### config.mk
export PLATFORM = sky130hd
export DESIGN_NAME = fdiv32_iter
export DESIGN_NICKNAME = d
export VERILOG_FILES = /design/src/rtl/fpu_pkg.sv /design/src/rtl/fp32_unpack.sv /design/src/rtl/fdiv32_iter.sv
export SDC_FILE = /design/constraint.sdc
export NUM_CORES = 1
export LEC_CHECK = 0
export BUFFER_PORTS_ARGS = -buffer_cell sky130_fd_sc_hd__buf_2
export CORE_MARGIN = 4
export CORE_UTILIZATION = 49
export DETAILED_ROUTE_END_ITERATION = 10
export HOLD_SLACK_MARGIN = 0.08
export PLACE_DENSITY = 0.81
export SLEW_MARGIN = 20
export SYNTH_ARGS = -nofsm -noshare
export SYNTH_HDL_FRONTEND = slang
export SYNTH_HIERARCHICAL = 1
export SYNTH_SLANG_ARGS = --single-unit
### constraint.sdc
create_clock -name clk -period 4.3 [get_ports clk]
set_input_delay 0.86 -clock clk [delete_from_list [all_inputs] [get_ports clk]]
set_output_delay 0.86 -clock clk [all_outputs]
set_load 0.02 [all_outputs]
### src/rtl/fpu_pkg.sv
// Shared floating-point definitions for the iterative fp32 arithmetic blocks.
// Holds the sequencer state encoding, IEEE-754 single constants and the unpacked-operand record.
package fpu_pkg;

  typedef enum logic [1:0] {
    IDLE   = 2'd0,
    DIVIDE = 2'd1,
    NORM   = 2'd2,
    DONE   = 2'd3
  } fsm_state_t;

  localparam int          FP_BIAS    = 127;
  localparam int          FP_EXP_MAX = 255;
  localparam logic [31:0] FP_QNAN    = 32'h7FC00000;
  localparam int          DIV_ITERS  = 25;

  // is_special flags an all-ones exponent (infinity or NaN).
  typedef struct packed {
    logic        sign;
    logic [8:0]  exp;
    logic [23:0] mant;
    logic        is_zero;
    logic        is_special;
  } fp_fields_t;

endpackage

### src/rtl/fp32_unpack.sv
// Splits an IEEE-754 single into sign, zero-extended exponent and mantissa with hidden bit.
// Denormals are not supported, so any zero exponent is classified as zero.
module fp32_unpack
  import fpu_pkg::*;
(
  input  logic [31:0] x,
  output fp_fields_t  f
);

  always_comb begin
    f            = '0;
    f.sign       = x[31];
    f.exp        = {1'b0, x[30:23]};
    f.mant       = {1'b1, x[22:0]};
    f.is_zero    = (x[30:23] == 8'd0);
    f.is_special = (x[30:23] == 8'(FP_EXP_MAX));
  end

endmodule

### src/rtl/fdiv32_iter.sv
// Iterative IEEE-754 single-precision divider: restoring division, one quotient bit per clock.
// Truncating, no denormal support; special operands resolve on the accepting edge.
module fdiv32_iter
  import fpu_pkg::*;
(
  input  logic        clk,
  input  logic        reset,
  input  logic        start,
  input  logic [31:0] A,
  input  logic [31:0] B,
  output logic [31:0] Result,
  output logic        busy,
  output logic        done
);

  fp_fields_t fa;
  fp_fields_t fb;

  fp32_unpack u_unpack_a (.x(A), .f(fa));
  fp32_unpack u_unpack_b (.x(B), .f(fb));

  fsm_state_t  state;
  logic        sign_reg;
  logic [8:0]  exp_a_reg;
  logic [8:0]  exp_b_reg;
  logic [23:0] mant_b_reg;
  logic [24:0] rem_reg;
  logic [24:0] q_reg;
  logic [4:0]  cnt_reg;

  logic        sign_in;
  logic [24:0] rem_diff;
  logic        q_bit;
  logic signed [9:0] exp_final;
  logic [22:0] frac;

  assign sign_in = fa.sign ^ fb.sign;

  // The remainder never exceeds twice the divisor, so bit 24 of the difference is the borrow.
  always_comb begin
    rem_diff = rem_reg - {1'b0, mant_b_reg};
    q_bit    = ~rem_diff[24];
  end

  always_comb begin
    exp_final = $signed({1'b0, exp_a_reg} - {1'b0, exp_b_reg} + 10'(FP_BIAS)
                        - (q_reg[24] ? 10'd0 : 10'd1));
    frac      = q_reg[24] ? q_reg[23:1] : q_reg[22:0];
  end

  always_ff @(posedge clk or posedge reset) begin
    if (reset) begin
      state      <= IDLE;
      Result     <= '0;
      done       <= 1'b0;
      busy       <= 1'b0;
      sign_reg   <= 1'b0;
      exp_a_reg  <= '0;
      exp_b_reg  <= '0;
      mant_b_reg <= '0;
      rem_reg    <= '0;
      q_reg      <= '0;
      cnt_reg    <= '0;
    end else begin
      done <= 1'b0;
      case (state)
        IDLE: begin
          if (start) begin
            sign_reg   <= sign_in;
            exp_a_reg  <= fa.exp;
            exp_b_reg  <= fb.exp;
            mant_b_reg <= fb.mant;
            rem_reg    <= {1'b0, fa.mant};
            q_reg      <= '0;
            cnt_reg    <= '0;
            busy       <= 1'b1;
            if (fa.is_special || fb.is_special || (fa.is_zero && fb.is_zero)) begin
              Result <= FP_QNAN;
              done   <= 1'b1;
              state  <= DONE;
            end else if (fb.is_zero) begin
              Result <= {sign_in, 8'(FP_EXP_MAX), 23'd0};
              done   <= 1'b1;
              state  <= DONE;
            end else if (fa.is_zero) begin
              Result <= {sign_in, 31'd0};
              done   <= 1'b1;
              state  <= DONE;
            end else begin
              state <= DIVIDE;
            end
          end
        end

        DIVIDE: begin
          rem_reg <= {(q_bit ? rem_diff[23:0] : rem_reg[23:0]), 1'b0};
          q_reg   <= {q_reg[23:0], q_bit};
          if (cnt_reg == 5'(DIV_ITERS - 1)) begin
            cnt_reg <= '0;
            state   <= NORM;
          end else begin
            cnt_reg <= cnt_reg + 5'd1;
          end
        end

        NORM: begin
          if (exp_final >= $signed(10'(FP_EXP_MAX))) begin
            Result <= {sign_reg, 8'(FP_EXP_MAX), 23'd0};
          end else if (exp_final <= 10'sd0) begin
            Result <= {sign_reg, 31'd0};
          end else begin
            Result <= {sign_reg, exp_final[7:0], frac};
          end
          done  <= 1'b1;
          state <= DONE;
        end

        DONE: begin
          busy  <= 1'b0;
          state <= IDLE;
        end

        default: begin
          busy  <= 1'b0;
          state <= IDLE;
        end
      endcase
    end
  end

endmodule

==> results.txt, run 1 <==
outcome = finished, final reports clean
vias in the first global route = 6597
path type of the worst min-delay path = flip-flop to flip-flop
Max Cap Viol = 0
post-route DRC violation count = 0
critical path launch point type = flip-flop
global-route wire length before repair = 32.2 mm
fmax = 262 MHz
Initial DRC Count = 346
PortBufs = 100
Root Buffer = clkbuf_16
DR vias = 6660
yosys warns = 6
Gate Count Post-Synth = 933
antenna fix cells = 0
sequential element share of the synthesized area = 39.1%
ys async rst share = 100%
main flop type after synthesis = dfrtp_1
# IOs = 101
clock buffer depth = 2
CTS H-tree depth = 4
CTS sink count = 134
Final HPWL DP = 13.6 mm
die area = 19700 sq um
synthesis-stage register bit count = 134
RePlAce Congestion = 0.882
Final min period = 3810 ps
CTS Buf Count = 17
Worst-path clk slew = 70 ps
Synth cell types = 69
critical path type = flip-flop to flip-flop
Syn Area/Cell = 9.18 sq um
Max-slew headroom = 41.1%
Core Box Area = 17200 sq um
mean routed wirelength per cell = 15.8 um
Worst-Skew Late Latency = 430 ps
final hold vios = 0
number of setup violations in the final report = 0
final wirelength = 18.8 mm
TritonCTS clock tree = built
Critical Path RT = 4640 ps
area growth from synthesis to layout = 8.78%
Critical Path Fanout Max = 22
ANT nets after route = 0
most frequent cells in the layout = 134 x dfrtp_1, 104 x nand2_1, 101 x o21ai_0, 100 x buf_2, 60 x inv_1
antenna violations before repair = 0
routed vias/inst = 5.59
Post-synth EDFFs = 0
Fill cells = 1551
Nets = 1077
Fin Setup TNS = 0 ps
# Post-CTS Setup Buffers = 0
Synth Cell Area = 8570 sq um
largest net degree at the start of global routing = 75
Setup Skew = 10.3 ps
layout cell share with drive strength beyond 1 = 18.5%
Mapped Nets = 1056
commonest non-fill, non-tap cell in the layout = dfrtp_1
Die Wd = 140 um
row count = 48
Tot GR Track Use = 19.8%
fin crit share = 88.6%
worst slew pin tran = 881 ps
CP endpoint kind = flip-flop
final-report max-slew violation count = 0
CP arrival = 4150 ps
RSZ-0062 raised after global routing = false
CTS resizes = 0
router iterations before antenna repair = 5
die height = 140 um
hold_buf cts = 0
grt ovf = 0
Initial Util = 49.7%
max reg flops = 32
[per-stage QoR]
step / instances / instance area [sq um] / hold slack [ps] / setup slack (ps) / util [%]
2_1_floorplan: 933 / 8570 / 450 / 373 / -
3_3_place_gp: 1160 / 8740 / 459 / 546 / 50.7
3_5_place_dp: 1160 / 8740 / 468 / 323 / 50.7
4_1_cts: 1192 / 9310 / 483 / 254 / 54.0
5_1_grt: 1192 / 9320 / 510 / 94.2 / 54.1
6_report: 1192 / 9320 / 475 / 489 / 54.1
[metal layers]
layer	GRT usage, %	vias up	part of all wire [%]
met5	0	-	0
li1	-	3261	-
met1	25.3	3229	44
met4	4.84	0	1.5
met2	34.2	149	50
met3	4.47	21	4.8
[cell type report]
class | count | area (sq um) | share of cell area, %
clock buffers | 18 | 439 | 4.71
clock inverters | 14 | 126 | 1.36
inverters | 61 | 233 | 2.50
multi-input cells | 633 | 4320 | 46.4
flip-flops and latches | 134 | 3350 | 36.0
well taps | 225 | 282 | 3.02
repair buffers | 107 | 566 | 6.07
[final timing paths]
check                             start     endpoint  slack (ps)  depth (start not counted)
max                        exp_b_reg[1]    Result[1]         490                         13
min                          Result[10]   Result[10]         480                          2
max reg2reg                exp_b_reg[1]    Result[1]         490                         13
min reg2reg                  Result[10]   Result[10]         480                          2
max in group asynchronous         reset  rem_reg[14]        2700                          3
min in group asynchronous         reset   Result[16]         580                          2
[cells in the mapped netlist (3+ instances only)]
cell type / number / area, sq um
a211o_1: 3 / 26.3
buf_4: 68 / 510
nor3_1: 8 / 40.0
nor3b_1: 5 / 37.5
a21oi_1: 42 / 210
and3_1: 6 / 37.5
nand3_1: 13 / 65.1
dfrtp_1: 134 / 3350
o221a_2: 3 / 33.8
nor2b_1: 3 / 18.8
o31ai_1: 5 / 37.5
nor2_1: 49 / 184
a221o_1: 3 / 30.0
nand3b_1: 5 / 37.5
nand2_1: 105 / 394
a211oi_1: 7 / 52.6
mux2_2: 13 / 146
xnor2_1: 17 / 149
inv_1: 61 / 229
clkbuf_1: 28 / 105
a211oi_2: 4 / 50.1
o211a_1: 7 / 70.1
mux2i_1: 27 / 270
a22o_1: 26 / 228
o21ai_1: 10 / 50.1
or3_1: 10 / 62.6
o21ai_0: 101 / 505
buf_2: 4 / 20.0
a31oi_1: 10 / 62.6
ha_1: 53 / 663
nand2b_1: 13 / 81.3
fa_1: 3 / 60.1
and2_1: 3 / 18.8
conb_1: 4 / 15.0
or4_1: 6 / 45.0
a21o_1: 9 / 67.6
o211ai_1: 4 / 30.0
o21a_1: 6 / 45.0
xor2_1: 12 / 105
nand4_1: 8 / 50.1
[cells by family (layout without fill, tap and decap cells)]
kind of cell / after synthesis / after routing / synth area share [%]
mux: 40 / 40 / 4.86
simple gates: 242 / 242 / 13.4
fa+ha+maj: 56 / 56 / 8.44
buf+inv: 166 / 200 / 10.6
flops: 134 / 134 / 39.1
other cells: 4 / 4 / 0.175
compound gates: 262 / 262 / 20.4
xor+xnor: 29 / 29 / 2.97
[worst max-delay path, stage by stage, from the launching register on]
cell	delay, ps
dfrtp_1	380
ha_1	270
inv_1	40
ha_1	290
ha_1	230
fa_1	430
a21o_1	200
a211o_1	290
a21oi_1	210
o2bb2ai_1	160
xor2_1	160
a211oi_2	430
nand2_2	340
o21ai_0	270
Power of run 1 is not shown: default switching activity piles up to over one toggle a cycle in this logic, so the estimate is an artifact.
==> run 2, diff against run 1 <==
--- a/config.mk
+++ b/config.mk
@@ -5,12 +5,13 @@
 export SDC_FILE = /design/constraint.sdc
 export NUM_CORES = 1
 export LEC_CHECK = 0
+export ABC_AREA = 1
 export BUFFER_PORTS_ARGS = -buffer_cell sky130_fd_sc_hd__buf_2
 export CORE_MARGIN = 4
 export CORE_UTILIZATION = 49
 export DETAILED_ROUTE_END_ITERATION = 10
 export HOLD_SLACK_MARGIN = 0.08
-export PLACE_DENSITY = 0.81
+export PLACE_DENSITY = 0.8
 export SLEW_MARGIN = 20
 export SYNTH_ARGS = -nofsm -noshare
 export SYNTH_HDL_FRONTEND = slang
==> results.txt, run 2 <==
Synth area leaders = dfrtp_1 36%, nand2_1 15%, inv_1 7.8%
r2r startpoint = exp_b_reg[1]
Worst-Skew Late Latency = 430 ps
crit path launch = exp_b_reg[1]
vias in the first global route = 7659
Syn Area/Cell = 7.16 sq um
Critical Path Fanout Max = 22
ys async rst share = 100%
Nets = 1438
Synth Cell Area = 9280 sq um
worst slew pin tran = 930 ps
critical path launch point type = flip-flop
final hold vios = 0
largest family of logic cells by synthesized area = simple AND/OR/NAND/NOR gates
ANT nets after route = 0
Core Box Area = 18600 sq um
CP endpoint kind = flip-flop
RSZ-0062 raised after global routing = false
yosys warns = 6
CTS resizes = 0
path type of the worst min-delay path = flip-flop to flip-flop
router iterations before antenna repair = 5
Slowest-stage cell, CP = nand3_2
row count = 50
final-report max-slew violation count = 0
PortBufs = 100
fmax = 301 MHz
CP Buf/Inv Count = 1
die area = 21200 sq um
xor and xnor area share after synthesis = 1.13%
CP max stage delay = 470 ps
Critical Path RT = 4640 ps
CTS sink count = 134
Max-slew headroom = 37.9%
TritonCTS clock tree = built
Setup Skew = 7.40 ps
Post-synth EDFFs = 0
Post-Synth Simple-Gate Area = 26.3%
CTS H-tree depth = 4
max reg flops = 32
top-count cell post-synth = nand2_1
Max Cap Viol = 0
outcome = finished, final reports clean
die height = 146 um
adder-cell share of the synthesized area = 7.79%
final wirelength = 21.3 mm
CP arrival = 3660 ps
Die Wd = 146 um
critical path type = flip-flop to flip-flop
CTS Buf Count = 17
Synth top cells by count = 370 x nand2_1, 192 x inv_1, 134 x dfrtp_1
Fin Setup TNS = 0 ps
Root Buffer = clkbuf_16
# IOs = 101
post-synth top area share = 36.1%
most frequent cells in the layout = 370 x nand2_1, 191 x inv_1, 134 x dfrtp_1, 100 x buf_2, 93 x nor2_1
Mapped Nets = 1419
Gate Count Post-Synth = 1296
global-route wire length before repair = 36.1 mm
CP cell instances = ha_1 -> inv_1 -> ha_1 -> ha_1 -> fa_1 -> nand2_1 -> nand3_1 -> a21oi_1 -> nand2_1 -> nand2_1 -> nand3_2 -> o21ai_0
Top Family by Delay on Critical Path = adder cells
Tot GR Track Use = 20.4%
Yosys top cell by area = dfrtp_1
commonest non-fill, non-tap cell in the layout = nand2_1
Initial DRC Count = 423
number of setup violations in the final report = 0
sequential element share of the synthesized area = 36.1%
largest net degree at the start of global routing = 76
Worst-path clk slew = 60 ps
Synth cell types = 41
Final min period = 3330 ps
layout cell share with drive strength beyond 1 = 14.2%
area growth from synthesis to layout = 8.10%
Final HPWL DP = 15.2 mm
post-route DRC violation count = 0
DR vias = 7888
mux cell area share after synthesis = 0%
hold_sp = Result[22]
synthesis-stage register bit count = 134
routed vias/inst = 5.04
fin crit share = 77.4%
antenna violations before repair = 3
main flop type after synthesis = dfrtp_1
Initial Util = 49.8%
mean routed wirelength per cell = 13.6 um
# Post-CTS Setup Buffers = 0
grt ovf = 0
hold_buf cts = 0
compound-cell area share of the yosys netlist = 12.5%
clock buffer depth = 2
RePlAce Congestion = 0.978
[run 2: final timing paths]
check                           cells after the start  slack [ps]        endpoint
max in group asynchronous                           3        2790    exp_a_reg[3]
worst min-delay path                                2         480      Result[22]
worst max register to register                     12         970      Result[21]
worst min register to register                      2         480      Result[22]
worst max-delay path                               12         970      Result[21]
min in group asynchronous                           2         600  mant_b_reg[18]
[run 2: final cells by class]
class / instances / area (sq um)
Timing Repair Buffer: 109 / 581
Fill cell: 1746 / 8610
Clock buffer: 17 / 425
Sequential cell: 134 / 3350
Multi-Input combinational cell: 853 / 4450
Antenna cell: 2 / 5.00
Clock inverter: 15 / 166
Tap cell: 234 / 293
Inverter: 200 / 754
[run 2: stage by stage]
stage          area [sq um]  hold WS, ps  utilization (%)  setup slack [ps]  instances
5_1_grt               10000          512             53.8               725       1564
6_report              10000          484             53.8               974       1564
3_3_place_gp           9440          470             50.6              1170       1530
2_1_floorplan          9280          453                -              1230       1296
3_5_place_dp           9440          475             50.6              1070       1530
4_1_cts               10000          490             53.8              1000       1562
[run 2: cell families (layout without fill, tap and decap cells)]
logic type,after synthesis,count (layout)
and+or+nand+nor,577,577
buffers and inverters,309,341
AOI/OAI and AO/OA,204,204
DFF,134,134
adders and majority gates,56,56
xor gates and xnor gates,12,12
other,4,6
[run 2: worst register-to-register path, cell delays in order (launching register included)]
cell	delay [ps]
dfrtp_1	380
ha_1	270
inv_1	40
ha_1	280
ha_1	250
fa_1	430
nand2_1	150
nand3_1	140
a21oi_1	180
nand2_1	70
nand2_1	280
nand3_2	470
o21ai_0	300
[run 2: routing by layer]
metal  vias to the layer above  track usage (%)  wire (um)
met5                         -                0          7
met4                         2             6.70        289
met3                        28             4.76       1010
met2                       168             34.2      10300
met1                      3639             26.1       9690
li1                       4051                -          -
Power of run 2 is left out for the same reason.
==> run 3, diff against run 2 <==
--- a/config.mk
+++ b/config.mk
@@ -5,13 +5,13 @@
 export SDC_FILE = /design/constraint.sdc
 export NUM_CORES = 1
 export LEC_CHECK = 0
-export ABC_AREA = 1
+export ABC_AREA = 0
 export BUFFER_PORTS_ARGS = -buffer_cell sky130_fd_sc_hd__buf_2
 export CORE_MARGIN = 4
 export CORE_UTILIZATION = 49
 export DETAILED_ROUTE_END_ITERATION = 10
 export HOLD_SLACK_MARGIN = 0.08
-export PLACE_DENSITY = 0.8
+export PLACE_DENSITY = 0.78
 export SLEW_MARGIN = 20
 export SYNTH_ARGS = -nofsm -noshare
 export SYNTH_HDL_FRONTEND = slang
==> constraint.sdc (replaced) <==
create_clock -name clk -period 3.4 [get_ports clk]
set_input_delay 0.68 -clock clk [delete_from_list [all_inputs] [get_ports clk]]
set_output_delay 0.68 -clock clk [all_outputs]
set_load 0.02 [all_outputs]
==> results.txt, run 3 (same netlist as run 1, synthesis figures left out) <==
grt ovf = 0
max reg flops = 32
TritonCTS clock tree = built
Initial Util = 49.7%
antenna violations before repair = 0
antenna fix cells = 0
Critical Path Fanout Max = 22
hold slack = 300 ps
critical path type = flip-flop to flip-flop
Setup Skew = 7.03 ps
DR vias = 6727
most frequent cells in the layout = 134 x dfrtp_1, 104 x nand2_1, 100 x buf_2, 85 x o21ai_0, 57 x inv_1
path type of the worst min-delay path = input pin to async pin
Critical Path RT = 3740 ps
mean routed wirelength per cell = 15.9 um
Worst-path clk slew = 70 ps
Die Wd = 140 um
R2R cell count = 13
Final min period = 3310 ps
number of setup violations in the final report = 0
Fill cells = 1536
vias in the first global route = 6591
FF-to-FF End = Result[1]
Max-slew headroom = 41.6%
fin crit share = 97.5%
Worst-Skew Late Latency = 430 ps
clock buffer depth = 2
CP endpoint kind = flip-flop
r2r setup slk = 90 ps
Max Cap Viol = 0
die area = 19700 sq um
area growth from synthesis to layout = 11.6%
critical path launch point type = flip-flop
CP arrival = 3660 ps
worst slew pin tran = 876 ps
largest net degree at the start of global routing = 75
Final HPWL DP = 13.6 mm
Core Box Area = 17200 sq um
die height = 140 um
layout cell share with drive strength beyond 1 = 21.0%
routed vias/inst = 5.58
PortBufs = 100
post-route DRC violation count = 0
CTS sink count = 134
CTS H-tree depth = 4
outcome = finished, final reports clean
Initial DRC Count = 324
final-report max-slew violation count = 0
final hold vios = 0
final wirelength = 19.2 mm
global-route wire length before repair = 31.8 mm
RePlAce Congestion = 0.876
Tot GR Track Use = 19.8%
ANT nets after route = 0
r2r startpoint = exp_b_reg[4]
Nets = 1091
row count = 48
fmax = 302 MHz
router iterations before antenna repair = 7
commonest non-fill, non-tap cell in the layout = dfrtp_1
# IOs = 101
CTS Buf Count = 17
Root Buffer = clkbuf_16
[run 3: area by class of cell]
cell class	count	area (sq um)	share of cell area, %
Timing Repair Buffer	121	683	7.15
Multi-Input combinational cell	633	4400	46.0
Clock inverter	15	181	1.90
Clock buffer	17	425	4.45
Sequential cell	134	3350	35.1
Tap cell	225	282	2.95
Inverter	61	238	2.49
[run 3: worst max-delay path, cell delays in order (launching register included)]
cell and delay (ps):
dfrtp_1 390, ha_1 280, inv_1 40, ha_1 280, ha_1 370, and3_1 200, a221o_1 360, o41ai_2 270
xnor2_1 220, nor2_1 140, a211oi_4 250, nand2_2 100, buf_12 160, o21ai_0 170
[run 3: per-layer routing]
layer  GRT usage [%]  vias to the layer above  routed length [um]
met4            8.01                        0                 461
li1                -                     3291                   -
met2            32.7                      149                9290
met1            25.8                     3249                8680
met5               0                        -                   0
met3            3.48                       38                 804
[run 3: worst max-delay path by stage]
stage / from / end / slack, ps / cells past startpoint
6_report: exp_b_reg[4] / Result[1] / 90 / 13
5_1_grt: exp_b_reg[1] / Result[1] / -80 / 13
4_1_cts: exp_b_reg[1] / Result[28] / 6 / 14
3_5_place_dp: exp_b_reg[1] / Result[5] / -90 / 14
3_3_place_gp: exp_a_reg[1] / Result[5] / 70 / 15
2_1_floorplan: q_reg[24] / Result[0] / -30 / 17
[run 3: repair_timing]
action	4_1_cts	5_1_grt
endpoints found under the setup margin	21	30
buffers inserted	1	1
gates cloned	0	0
pin swaps	2	2
gates resized for setup	2	14
hold buffers	0	0
[run 3: through the flow]
| stage | setup slack [ps] | std cells | setup TNS [ps] | util (%) | instance area, sq um |
|---|---|---|---|---|---|
| final | 85.7 | 1206 | 0 | 55.5 | 9560 |
| after floorplan | -28.3 | 933 | -226 | - | 8650 |
| after detailed placement | -86.0 | 1172 | -579 | 51.5 | 8880 |
| after CTS | 6.50 | 1205 | 0 | 55.2 | 9510 |
| after global routing | -80.3 | 1206 | -1210 | 55.5 | 9560 |
| after global placement | 73.3 | 1172 | 0 | 51.5 | 8880 |
Power of run 3 is left out for the same reason.
